[src/rtl/barrel_shifter_pkg.sv]
// Shared types for the pipelined barrel shifter: operation encoding and the
// per-stage pipeline record, sized for the largest supported N (6).
`timescale 1ns/1ps
package barrel_shifter_pkg;

  localparam int N_MAX = 6;
  localparam int W_MAX = 1 << N_MAX;

  typedef enum logic [1:0] {
    MODE_ROL = 2'd0,
    MODE_ROR = 2'd1,
    MODE_LSL = 2'd2,
    MODE_LSR = 2'd3
  } mode_t;

  // Narrower instances keep the unused upper data/amt bits at zero.
  typedef struct packed {
    logic [W_MAX-1:0] data;
    logic [N_MAX-1:0] amt;
    mode_t            mode;
    logic             valid;
  } stage_rec_t;

  function automatic logic [W_MAX-1:0] width_mask(input int w);
    logic [W_MAX-1:0] one;
    one = {{(W_MAX-1){1'b0}}, 1'b1};
    width_mask = (one << w) - one;
  endfunction

endpackage

[src/rtl/pipelined_barrel_shifter_shift_stage.sv]
// One pipeline stage: conditionally shifts/rotates by 2**K inside a W-bit
// window, then registers the record and a zero flag when the pipe advances.
`timescale 1ns/1ps
module shift_stage
  import barrel_shifter_pkg::*;
#(
  parameter int K = 0,
  parameter int W = 16
) (
  input  logic       clk,
  input  logic       reset,
  input  logic       adv,
  input  stage_rec_t in_rec,
  output stage_rec_t out_rec,
  output logic       out_zero
);

  localparam int S = 1 << K;
  localparam logic [W_MAX-1:0] MASK = width_mask(W);

  stage_rec_t next_s;

  // Apply this stage's 2**K step when its amount bit is set.
  always_comb begin
    next_s = in_rec;
    if (in_rec.amt[K]) begin
      case (in_rec.mode)
        MODE_ROL: next_s.data = ((in_rec.data << S) | (in_rec.data >> (W - S))) & MASK;
        MODE_ROR: next_s.data = ((in_rec.data >> S) | (in_rec.data << (W - S))) & MASK;
        MODE_LSL: next_s.data = (in_rec.data << S) & MASK;
        MODE_LSR: next_s.data = in_rec.data >> S;
        default:  next_s.data = in_rec.data;
      endcase
    end else begin
      next_s.data = in_rec.data;
    end
  end

  // Stage register; data is left uncleared on reset, only valid/zero are.
  always_ff @(posedge clk) begin
    if (reset) begin
      out_rec.valid <= 1'b0;
      out_zero      <= 1'b0;
    end else if (adv) begin
      out_rec  <= next_s;
      out_zero <= (next_s.data == {W_MAX{1'b0}});
    end
  end

endmodule

[src/rtl/pipelined_barrel_shifter.sv]
// N-stage pipelined barrel shifter (ROL/ROR/LSL/LSR) with a global
// advance enable driven by the output handshake.
`timescale 1ns/1ps
module pipelined_barrel_shifter
  import barrel_shifter_pkg::*;
#(
  parameter int N = 4,
  localparam int W = 1 << N
) (
  input  logic         clk,
  input  logic         reset,
  input  logic         in_valid,
  output logic         in_ready,
  input  logic [W-1:0] in_data,
  input  logic [N-1:0] in_amt,
  input  logic [1:0]   in_mode,
  output logic         out_valid,
  input  logic         out_ready,
  output logic [W-1:0] out_data,
  output logic         out_zero
);

  logic         adv;
  stage_rec_t   head;
  stage_rec_t   stage_out [N];
  logic [N-1:0] stage_zero;
  logic         unused_tail;

  assign adv = !out_valid || out_ready;
  // Pipeline is being emptied during reset, so the input side reads as ready.
  assign in_ready = adv || reset;

  // Build the stage-0 record; no accepted beat means a bubble.
  always_comb begin
    head.data  = W_MAX'(in_data);
    head.amt   = N_MAX'(in_amt);
    head.mode  = mode_t'(in_mode);
    head.valid = in_valid && adv && !reset;
  end

  for (genvar k = 0; k < N; k++) begin : g_stage
    stage_rec_t stage_in_s;
    if (k == 0) begin : g_first
      assign stage_in_s = head;
    end else begin : g_rest
      assign stage_in_s = stage_out[k-1];
    end

    shift_stage #(
      .K(k),
      .W(W)
    ) u_stage (
      .clk     (clk),
      .reset   (reset),
      .adv     (adv),
      .in_rec  (stage_in_s),
      .out_rec (stage_out[k]),
      .out_zero(stage_zero[k])
    );
  end

  assign out_valid = stage_out[N-1].valid;
  assign out_data  = stage_out[N-1].data[W-1:0];
  assign out_zero  = stage_zero[N-1];

  assign unused_tail = ^{stage_out[N-1].data, stage_out[N-1].amt,
                         stage_out[N-1].mode, stage_zero};

endmodule

[config.mk]
export PLATFORM = sky130hd
export DESIGN_NAME = pipelined_barrel_shifter
export DESIGN_NICKNAME = d
export VERILOG_FILES = /design/src/rtl/barrel_shifter_pkg.sv /design/src/rtl/pipelined_barrel_shifter_shift_stage.sv /design/src/rtl/pipelined_barrel_shifter.sv
export SDC_FILE = /design/constraint.sdc
export NUM_CORES = 1
export LEC_CHECK = 0
export ABC_AREA = 0
export BUFFER_PORTS_ARGS = -buffer_cell sky130_fd_sc_hd__buf_2
export CAP_MARGIN = 20
export CELL_PAD_IN_SITES_DETAIL_PLACEMENT = 1
export CELL_PAD_IN_SITES_GLOBAL_PLACEMENT = 1
export CORE_MARGIN = 8
export CORE_UTILIZATION = 46
export CTS_CLUSTER_DIAMETER = 80
export DETAILED_ROUTE_END_ITERATION = 12
export GPL_TIMING_DRIVEN = 0
export PLACE_DENSITY = 0.8
export REMOVE_ABC_BUFFERS = 1
export SYNTH_ARGS = -nofsm -noshare
export SYNTH_HDL_FRONTEND = slang
export SYNTH_SLANG_ARGS = --single-unit
export TNS_END_PERCENT = 1
[constraint.sdc]
create_clock -name clk -period 7.9 [get_ports clk]
set_input_delay 1.58 -clock clk [delete_from_list [all_inputs] [get_ports clk]]
set_output_delay 1.58 -clock clk [all_outputs]
set_load 0.01 [all_outputs]
==> summary.txt <==
Final layout
  • Sequential Area: 0.00238 mm2
  • Layout cells sized above 1: 18.0%
  • Fillcell total: 888
  • Area occupied by multi-input gates: 0.00123 mm2
  • Finished layout cell area: 0.00430 mm2
  • Net total in the final layout: 388
  • Layout Cells excl Fill: 472
  • Area grow syn2layout: 14.3%
  • Inserted Diodes: 0

Setup path
  • Reg2reg setup slack: 5.64 ns
  • Critical Path AT: 2.32 ns
  • Worst r2r src: g_stage[2].u_stage.out_rec[6]
  • Crit path required time: 6.32 ns
  • CP Max Fanout: 4
  • CP most frequent cell: buf_2
  • Reg2reg path depth: 4
  • CP Class: input port to output pin
  • R2R Path End: g_stage[3].u_stage.out_zero
  • Slowest stage cell, crit path: nor2_1
  • Worst setup EP type: output pin
  • Crit path cell chain: buf_2 -> nand2b_1 -> nor2_1 -> inv_1 -> buf_2
  • Startpoint types: input port
  • Max incr delay on CP: 0.24 ns

Power
  • Clk pwr share: 34.2%
  • LEAKAGE: 1.68 nW
  • Gate power share: 10.1%
  • Switch Pwr: 225 uW
  • Worst-case vdd ir drop: 0.0955 mV
  • PwrDens: 224 mW/mm2
  • Seq pwr share: 55.7%
  • Sw frac: 23.4%
  • Internal power: 739 uW

Clocking
  • Cts repair resizes: 0
  • Hold Buf Count CTS: 0
  • Reg clk slew, reported paths: 0.09 ns
  • CTS tree: done
  • Clock sink count: 81
  • Clock latency on the worst-skew pair: 0.35 ns
  • Num CTS Buffers: 9
  • Post-CTS setup buffers: 0
  • CTS root buf: clkbuf_8
  • Longest Clk Path Bufs: 2
  • CTS HTree Levels: 3

Floorplanning
  • Chip width: 106 um
  • Die height: 106 um
  • Row cnt: 33
  • Area of the core: 0.00805 mm2
  • Initial Util: 46.7%
  • I/O Pins: 45
  • Die area: 0.0113 mm2

Placement
  • DP Cell Count: 456
  • Port Buf Inserts: 44
  • Dpl hpwl: 5.49 mm
  • Gpl congestion: 0.797
  • Post-DP Area: 0.00408 mm2

STA
  • Final Cycle Share: 49.4%
  • TNS Setup: 0 ns
  • Max Clk Rate: 256 MHz
  • Max transition margin: 35.9%
  • Worst slew pin tran: 0.961 ns
  • Final worst path period need: 3.90 ns
  • Count of final setup violators: 0
  • Unrepaired setup endpoints after global routing: no
  • Hold Vio Cnt, Final: 0
  • Setup Skew: 0.0130 ns
  • Slew Limit Fails: 0

Global route
  • GR peak layer: met2
  • M2 GR Usage: 24.7%
  • Overall routing resource usage: 13.4%
  • Initial antenna violation count: 0
  • Met1 usage: 13.5%
  • Total grt overflow: 0
  • Largest net degree at the start of global routing: 39
  • GR Util met3: 3.51%
  • Vias in the first global route: 2596
  • First-pass GRT wire length: 12.1 mm

Routing
  • Total iterations of the first detailed-routing run: 4
  • DR vias/cell: 5.33
  • Initial DRC Count: 59
  • Vias: 2517
  • Post-route ant nets: 0
  • DRC: 0
  • Drt wl/cell: 15.5 um
  • WL final: 7.30 mm

Yosys
  • Sequential-to-total area share from yosys stat: 63.4%
  • Synth Cell Area: 0.00376 mm2
  • Post-synthesis instance total: 325
  • Netlist cell types: 30
  • YS warnings: 0
  • Flops & latches, synth: 81
  • Predominant post-synthesis flop cell: edfxtp_1
  • Post-synthesis average cell area: 11.6 um2
  • Asr flop ratio synth: 0%
  • Number of synthesized flops with an enable pin: 76

Flow run
  • Maxcap violations: 0

Min path
  • HP Class: flip-flop to flip-flop
  • Hold Path Stages: 0
  • Hold_sp: g_stage[0].u_stage.out_rec[5]
  • WHS Endpoint: g_stage[1].u_stage.out_rec[5]

Status
  • Run status: finished, final reports clean
logic make-up (layout without fill, tap and decap cells):
group | count (synthesis) | count (layout) | synth area share (%)
AOI/OAI and AO/OA | 82 | 82 | 12.5
muxes | 34 | 34 | 9.05
and+or+nand+nor | 92 | 92 | 11.1
buffers and inverters | 36 | 78 | 3.99
DFF | 81 | 81 | 63.4
worst max-delay path by stage:
| stage | slack [ns] | end | from |
|---|---|---|---|
| floorplan | 1.85 | g_stage[3].u_stage.out_zero | out_ready |
| global placement | 0.36 | g_stage[3].u_stage.out_zero | out_ready |
| detailed placement | 3.99 | in_ready | out_ready |
| CTS | 3.98 | in_ready | out_ready |
| global route | 3.92 | in_ready | out_ready |
| finish | 4.00 | in_ready | out_ready |
sequential cells by signal, indices dropped and copies added, names as in the netlist:
signal and count:
g_stage.u_stage.out_rec 80, g_stage.u_stage.out_zero 1
cells in the mapped netlist (2+ instances only):
cell type	number	share of area, %
nand2_1	12	1.2
dfxtp_1	5	2.7
a21oi_1	54	7.2
o22ai_2	2	0.67
edfxtp_1	76	61
nor2b_1	9	1.5
inv_1	16	1.6
o22ai_1	6	1.0
nand3_1	8	1.1
a22oi_1	7	1.4
o21ai_1	5	0.67
a22o_1	2	0.47
clkbuf_1	12	1.2
nor2_1	52	5.2
o21ai_0	2	0.27
buf_2	6	0.80
nand3b_1	2	0.40
nand2b_1	4	0.67
mux2i_1	34	9.1
critical path, delay by kind of cell:
family	cells	cell delay, ns
AND/OR/NAND/NOR	2	0.41
buffers and inverters	3	0.33
stage by stage:
step	hold WS (ns)	util, %	power [mW]	setup WS (ns)
global route	0.448	53.4	1.00	3.92
detailed placement	0.405	50.6	0.646	3.99
CTS	0.426	53.4	0.973	3.98
floorplan	0.400	-	0.602	1.85
finish	0.425	53.4	0.965	4.00
global placement	0.402	49.9	0.638	0.364
power by group through the flow:
stage / registers, mW / clock network [mW] / logic (mW)
after global routing: 0.542 / 0.351 / 0.109
after detailed placement: 0.547 / 0 / 0.0985
after CTS: 0.538 / 0.336 / 0.0990
after floorplan: 0.546 / 0 / 0.0566
after global placement: 0.548 / 0 / 0.0904
final: 0.537 / 0.330 / 0.0976
cell type report:
cell class | instances | area share [%]
well taps | 105 | 3.06
repair buffers | 46 | 6.23
multi-input cells | 208 | 28.7
clock buffers | 11 | 3.29
flip-flops and latches | 81 | 55.4
inverters | 16 | 1.40
clock inverters | 5 | 1.86
cells in the final DEF (no fill, tap or decap), drive strengths merged:
cell type and count:
nor3 1, a31oi 1, clkinvlp 2, mux2i 34
nand2b 4, dfxtp 5, clkbuf 11, a22o 2
or4 1, nand3 8, o2111ai 1, edfxtp 76
a21oi 54, nor2 52, nor4 2, nand3b 2
nor2b 10, nand2 12, clkinv 1, bufinv 2
buf 46, inv 16, o22ai 8, o211ai 1
o21ai 7, a22oi 7, a32o 1
layer usage:
| metal | vias to the layer above | part of all wire, % | wire [um] |
|---|---|---|---|
| met1 | 1188 | 41 | 2970 |
| li1 | 1260 | - | - |
| met2 | 55 | 52 | 3780 |
| met5 | - | 0 | 0 |
| met3 | 14 | 4.9 | 360 |
| met4 | 0 | 2.5 | 185 |
No activity file was read; power rests on OpenSTA's default activity.
